## config.mk

```make
export PLATFORM = sky130hd
export DESIGN_NAME = snake_dir_ctrl
export DESIGN_NICKNAME = d
export VERILOG_FILES = /design/src/rtl/snake_dir_ctrl.sv
export SDC_FILE = /design/constraint.sdc
export NUM_CORES = 1
export LEC_CHECK = 0
export CAP_MARGIN = 20
export CORE_MARGIN = 2
export CORE_UTILIZATION = 65
export CTS_BUF_LIST = sky130_fd_sc_hd__clkbuf_4 sky130_fd_sc_hd__clkbuf_8 sky130_fd_sc_hd__clkbuf_16
export CTS_CLUSTER_DIAMETER = 30
export DETAILED_ROUTE_END_ITERATION = 7
export GPL_TIMING_DRIVEN = 0
export PLACE_DENSITY = 0.91
export SKIP_LAST_GASP = 1
export SYNTH_ARGS = -nofsm -noshare
export SYNTH_HDL_FRONTEND = slang
export SYNTH_SLANG_ARGS = --single-unit
```

## constraint.sdc

```tcl
create_clock -name CLOCK_50 -period 6.77 [get_ports CLOCK_50]
set_input_delay 1.354 -clock CLOCK_50 [delete_from_list [all_inputs] [get_ports CLOCK_50]]
set_output_delay 1.354 -clock CLOCK_50 [all_outputs]
set_load 0.02 [all_outputs]
```

## src/rtl/snake_dir_ctrl.sv

```systemverilog
// snake_dir_ctrl: synchronise, debounce and edge-detect the direction keys, then queue legal turns for the core's step tick.
// Define TURN_QUEUE_EN for a 2-entry turn FIFO; otherwise a single latest-wins holding register is used.
module snake_dir_ctrl #(
  parameter int         DEBOUNCE_CYCLES = 250000,
  parameter logic [1:0] INIT_DIR        = 2'd0
) (
  input  logic       CLOCK_50,
  input  logic       rst_n,
  input  logic [3:0] key_n,
  input  logic       step,
  input  logic       game_active,
  output logic [1:0] dir,
  output logic       turn_pending,
  output logic [3:0] press,
  output logic [7:0] drop_count
);
  localparam int CW = $clog2(DEBOUNCE_CYCLES);
  logic [3:0]    r_sync1, r_sync2, r_stable, w_flip;
  logic [CW-1:0] r_cnt [4];
  logic          r_ga_d;
  logic [1:0]    r_q0, r_qn;
  logic [1:0]    w_q0n, w_qnn, w_cand, w_ref;
  logic [2:0]    w_nset, w_drop;
  logic [8:0]    w_sum;
  logic          w_any, w_illegal, w_block, w_pop, w_push, w_live;
  always_comb
    for (int i = 0; i < 4; i++)
      w_flip[i] = (r_sync2[i] != r_stable[i]) && (r_cnt[i] == CW'(DEBOUNCE_CYCLES - 1));
  always_ff @(posedge CLOCK_50 or negedge rst_n)
    if (!rst_n) begin
      r_sync1  <= '1;
      r_sync2  <= '1;
      r_stable <= '1;
      press    <= '0;
      for (int i = 0; i < 4; i++) r_cnt[i] <= '0;
    end else begin
      r_sync1  <= key_n;
      r_sync2  <= r_sync1;
      r_stable <= r_stable ^ w_flip;
      press    <= w_flip & r_stable;
      for (int i = 0; i < 4; i++)
        r_cnt[i] <= (r_sync2[i] == r_stable[i] || w_flip[i]) ? '0 : r_cnt[i] + 1'b1;
    end
  assign w_any  = |press;
  assign w_cand = press[0] ? 2'd0 : press[1] ? 2'd1 : press[2] ? 2'd2 : 2'd3;
  assign w_nset = 3'(press[0]) + 3'(press[1]) + 3'(press[2]) + 3'(press[3]);
  assign w_live = game_active & r_ga_d;
  assign w_pop  = step & (r_qn != 2'd0);
`ifdef TURN_QUEUE_EN
  logic [1:0] r_q1, w_q1n;
  // New turns are judged against the last queued turn, so UP then LEFT chains legally.
  assign w_ref   = (r_qn == 2'd2) ? r_q1 : (r_qn == 2'd1) ? r_q0 : dir;
  assign w_block = (r_qn == 2'd2);
  always_comb begin
    w_q0n = w_pop ? r_q1 : r_q0;
    w_q1n = r_q1;
    w_qnn = w_pop ? r_qn - 2'd1 : r_qn;
    if (w_push) begin
      if (w_qnn == 2'd0) w_q0n = w_cand;
      else w_q1n = w_cand;
      w_qnn = w_qnn + 2'd1;
    end
  end
`else
  assign w_ref   = dir;
  assign w_block = 1'b0;
  always_comb begin
    w_q0n = w_push ? w_cand : r_q0;
    w_qnn = w_push ? 2'd1 : w_pop ? 2'd0 : r_qn;
  end
`endif
  assign w_illegal = (w_cand == w_ref) || (w_cand == (w_ref ^ 2'd2));
  assign w_push    = w_any & ~w_illegal & ~w_block;
  assign w_drop    = w_any ? w_nset - 3'd1 + 3'(w_illegal | w_block) : 3'd0;
  assign w_sum     = {1'b0, drop_count} + {6'd0, w_drop};
  always_ff @(posedge CLOCK_50 or negedge rst_n)
    if (!rst_n) begin
      r_ga_d       <= 1'b0;
      dir          <= INIT_DIR;
      r_q0         <= '0;
      r_qn         <= '0;
      turn_pending <= 1'b0;
      drop_count   <= '0;
`ifdef TURN_QUEUE_EN
      r_q1         <= '0;
`endif
    end else begin
      r_ga_d <= game_active;
      if (w_live) begin
        r_q0         <= w_q0n;
        r_qn         <= w_qnn;
        turn_pending <= (w_qnn != 2'd0);
        drop_count   <= w_sum[8] ? 8'hFF : w_sum[7:0];
        if (w_pop) dir <= r_q0;
`ifdef TURN_QUEUE_EN
        r_q1         <= w_q1n;
`endif
      end else begin
        r_qn         <= '0;
        turn_pending <= 1'b0;
        if (game_active) dir <= INIT_DIR;
      end
    end
endmodule

```

# ---- Word-level counts from Yosys, hierarchy flattened
# Cells that the tools add are included.
dict set report word_totals {
  mem_bits_rw 0
  register_bits 104
  wordCells 77
  in_bits 8
  latch_bits 0
  output_inout_bits 15
  rom_bits 0
  n_memories 0
}
dict set report classes {
  n_div 0
  n_reduce_logical 15
  n_eq_ne 15
  bitwise 7
  add_sub_neg 10
  shift 0
  n_mux 16
  magnitude_cmp 0
  mul 0
}
# op count
set op_table {}
lappend op_table {{18-bit by 1-bit adder with 18-bit output, second input constant} 4}
lappend op_table {{18-bit == test, second input constant} 4}
lappend op_table {{18-bit two-way mux} 4}
lappend op_table {{2-bit two-way mux} 8}
lappend op_table {{8-bit by 3-bit adder with 9-bit output} 1}
lappend op_table {{8-bit two-way mux} 1}
lappend op_table {{3-bit by 1-bit adder with 3-bit output} 2}
lappend op_table {{2-bit nonzero test} 3}
lappend op_table {{1-bit logical OR} 5}
lappend op_table {{4-bit AND} 1}
lappend op_table {{1-bit == test} 4}
lappend op_table {{2-bit == test} 2}
lappend op_table {{1-bit logical AND} 4}
lappend op_table {{1-bit != test} 4}
lappend op_table {{2-bit AND reduction} 2}
lappend op_table {{4-bit OR reduction} 1}
lappend op_table {{4-bit XOR} 1}
lappend op_table {{2-bit by 1-bit adder with 3-bit output} 1}
lappend op_table {{1-bit AND} 3}
lappend op_table {{3-bit two-way mux} 1}
lappend op_table {{3-bit by 1-bit subtractor with 3-bit output, second input constant} 1}
lappend op_table {{1-bit by 1-bit adder with 2-bit output} 1}
lappend op_table {{1-bit two-way mux} 2}
lappend op_table {{2-bit != test, second input constant} 1}
lappend op_table {{1-bit inverter} 2}

# ---- Logic depth before layout (Yosys ltp)
dict set report depth {
  ltp_word 10
  depth_mapped 15
  depth_no_buf 15
}

# ---- Worst setup path before layout
# Ideal clock, no wire load.
dict set report synth_path {
  kind {reg-to-reg}
  startpoint {register press[0]}
  endpoint {register drop_count[7]}
  synth_period_minus_slack_ns 3.583
  path_stages_with_launch 15
  arrival_time_ns 3.458
  path_buffers 0
  required_time_ns 6.645
  setup_time_ns 0.125
  setup_slack_ns 3.187
  path_cell_list {dfrtp_1 -> inv_1 -> ha_1 -> fa_1 -> inv_1 -> ha_1 -> inv_1 -> fa_1 -> or2_2 -> inv_1 -> ha_1 -> a211oi_1 -> nor4_1 -> and3_1 -> mux2_2}
}
dict set report synth_via {
  elab_chain_len 8
  elab_cells_between_ends 13
  cone_classes {add/sub (6); eq/ne (2); mux (3); reduce/logical (2)}
}
# element line
set synth_lines {}
lappend synth_lines {{start: declaration} 14} ;# output logic [3:0] press,
lappend synth_lines {{start signal: assignment} 40} ;# press <= w_flip & r_stable;
lappend synth_lines {{1-bit by 1-bit adder with 2-bit output} 46} ;# assign w_nset = 3'(press[0]) + 3'(press[1]) + 3'(press[2]) + 3'(press[3]);
lappend synth_lines {{2-bit by 1-bit adder with 3-bit output} 46}
lappend synth_lines {{3-bit by 1-bit adder with 3-bit output} 46}
lappend synth_lines {{3-bit by 1-bit subtractor with 3-bit output} 74} ;# assign w_drop = w_any ? w_nset - 3'd1 + 3'(w_illegal | w_block) : 3'd0;
lappend synth_lines {{3-bit by 1-bit adder with 3-bit output} 74}
lappend synth_lines {{3-bit two-way mux (*)} 74}
lappend synth_lines {{8-bit by 3-bit adder with 9-bit output (*)} 75} ;# assign w_sum = {1'b0, drop_count} + {6'd0, w_drop};
lappend synth_lines {{8-bit two-way mux (*)} 93} ;# drop_count <= w_sum[8] ? 8'hFF : w_sum[7:0];
lappend synth_lines {{end signal: assignment} 93}
lappend synth_lines {{end: declaration} 15} ;# output logic [7:0] drop_count
# Mark *: on every way between the ends. The rest lies on a longest branch, timed or not.
# A chain may end at the register's enable or synchronous reset.

# ---- Final worst setup path
# Same ends and word-level chain as after synthesis.

==> metrics.md <==
| Metric | Value |
|---|---|
| Post-synth EDFFs | `0` |
| Endpoint class of the critical path | `register` |
| Status | `complete, no violations` |
| Synth top area cells | `dfrtp_1 (45%), xnor2_1 (8.3%), dfstp_2 (6.2%)` |
| Sink Count | `104` |
| Vias/cell | `5.95` |
| CTS resizes | `0` |
| Syn Nets | `511` |
| # DRC | `0` |
| CTS buffer count | `9` |
| Final hold violations | `0` |
| Data required, critical path | `7.03 ns` |
| Global placer's final weighted congestion | `0.811` |
| Distinct cells, synth | `52` |
| Core Region | `0.00765 mm^2` |
| IO Port Bufs | `22` |
| Power Density | `195 mW/mm^2` |
| CP Max Fanout | `7` |
| Area growth, synth to finish | `11.8%` |
| Total wire length | `9470 um` |
| Final Max Slew Viols | `0` |
| Clock-pin slew on the worst setup and hold paths | `0.10 ns` |
| Max-cap violation count | `0` |
| Clock skew | `0.0128 ns` |
| Yosys reg bits | `104` |
| RSZ-0062 raised after global routing | `no` |
| Critical path type | `reg -> reg` |
| Full die area | `0.00855 mm^2` |
| Via count | `3,760` |
| Worst Setup Start Kind | `register` |
| Synth area leader | `dfrtp_1` |
| First-pass GRT wire length | `16,300 um` |
| Total grt overflow | `0` |
| HP Class | `reg -> reg` |
| Avg Inst Size Synth | `10.4 um^2` |
| Area of the mapped netlist | `0.00509 mm^2` |
| Setup ws final | `2.91 ns` |
| TNS Setup | `0 ns` |
| Static leakage | `0.00232 uW` |
| Syn Inst Count | `491` |
| Cts-stage hold buffer count | `0` |
| Gr usage total | `23.9%` |
| Pre-CTS setup slack | `2.96 ns` |
| Top-count cell post-synth | `dfrtp_1` |
| Slew HR | `51.7%` |
| DR WL/cell | `15.0 um` |
| Worst Max-Slew Pin Slew | `0.716 ns` |
| Ant. Diodes | `0` |
| Vias in the first global route | `3,655` |
| Ys async rst share | `100%` |
| Period minus WS final | `3.86 ns` |
| CTS H-tree lvls | `3` |
| Bufs on Longest Clock Path | `2` |
| Register area share after synthesis | `51.4%` |
| 1st-pass router iterations | `5` |
| Later-pin clock latency in the skew report | `0.37 ns` |
| Top cell type's share of synthesized area | `45.2%` |
| Share of cells above drive strength 1 | `10.2%` |
| Starting Density | `66.5%` |
| Peak supply drop | `0.134 mV` |
| Root buf cell | `clkbuf_8` |
| Die width | `92.5 um` |
| Fmax | `259 MHz` |
| FP Rows | `32` |
| Initial drt markers | `148` |
| Post-layout net count | `545` |
| Top FF cell, synth | `dfrtp_1` |
| I/O Pins | `23` |
| Synth Warn # | `0` |
| TritonCTS clock tree | `done` |
| Arr. time, crit path | `4.12 ns` |
| Die Y | `92.5 um` |
| Setup violations, final | `0` |
| Fin crit share | `57.1%` |
| Antenna violations before repair | `0` |
| Largest net degree at the start of global routing | `61` |
| Dpl hpwl | `6520 um` |
| Post-synth top cells | `dfrtp_1 (92), nor2_1 (80), xnor2_1 (48)` |
| Post-CTS Setup Inserts | `0` |
| Post-route ant nets | `0` |
## worst max-delay path, stage by stage, from the launching register on
cell and delay [ns]:
dfrtp_1 0.48, inv_1 0.09, ha_1 0.33, fa_1 0.51
inv_1 0.04, ha_1 0.17, inv_1 0.07, fa_1 0.40
or2_2 0.33, inv_1 0.06, ha_1 0.15, a211oi_1 0.06
nor4_1 0.50, and3_1 0.23, mux2_2 0.33
## per-stage QoR
step	instances	total power, uW	utilization, %	hold WS [ns]	cell area [um^2]
detailed placement	616	692	71.4	0.348	5460
global route	632	1150	74.4	0.364	5690
floorplan	491	667	-	0.345	5090
finish	632	1110	74.4	0.361	5690
CTS	632	1110	74.4	0.361	5690
global placement	615	688	71.1	0.346	5440
## sequential cells by signal, summed over array words and instances (netlist names), named ones only
signal,cells
r_cnt,72
drop_count,8
turn_pending,1
r_sync2,4
r_qn,2
press,4
r_sync1,4
r_q0,2
dir,2
r_ga_d,1
## cell families after synthesis
group	Yosys count	synth area share [%]
buffers and inverters	30	2.41
xor gates and xnor gates	65	11.2
adders and majority gates	12	3.39
and+or+nand+nor	238	24.5
muxes	10	2.14
AOI/OAI and AO/OA	32	4.97
DFF	104	51.4
## worst paths after layout
path	to	cells after the start	start	slack [ns]
setup / recovery	drop_count[7]	14	press[0]	2.91
hold / removal	r_sync2[0]	0	r_sync1[0]	0.36
setup reg to reg	drop_count[7]	14	press[0]	2.91
hold reg to reg	r_sync2[0]	0	r_sync1[0]	0.36
max in group asynchronous	async pin	2	rst_n	5.06
min in group asynchronous	r_cnt[29]	1	rst_n	0.98
## layer usage
| layer | vias up | part of all wire (%) | global-route usage, % | wire length [um] |
|---|---|---|---|---|
| li1 | 1792 | - | - | - |
| met1 | 1837 | 44 | 31.5 | 4140 |
| met2 | 119 | 50 | 40.0 | 4750 |
| met3 | 12 | 4.9 | 4.64 | 468 |
| met4 | 0 | 1.2 | 7.96 | 114 |
| met5 | - | 0 | 0 | 0 |
## layout by cell type, fill, tap and decap left out, types with 3 or more instances in the layout
cell type        instances
dfstp_2                 12
nor3b_1                  5
xnor2_1                 48
clkbuf_8                 9
clkbuf_1                 3
nand3_1                 28
fa_1                     3
nor2_1                  80
mux2i_1                  3
or4_1                    6
buf_2                    4
o21ai_0                  7
nor3_1                  15
nor2b_1                  7
and3_1                  11
clkdlybuf4s50_1         21
ha_1                     9
nand4_1                 19
inv_1                   21
xor2_1                  17
nor4_1                  24
a21oi_1                  8
mux2_2                   7
nand2_1                 27
dfrtp_1                 92
## final cells by class
type,instances,area [um^2]
fill,489,1960
clock buffer,9,124
inverter,21,78.8
multi-input combinational,357,2350
clock inverter,7,101
tap,102,128
timing repair buffer,23,245
sequential,104,2620
buffer,9,43.8
## power by group
group          total [uW]  leakage [uW]  internal (uW)  switching (uW)
clock                 427      0.000106            211             216
sequential            639       0.00139            631            7.99
combinational        39.7      0.000819           14.0            25.7
Note: power is estimated with default switching activity, not from simulation.
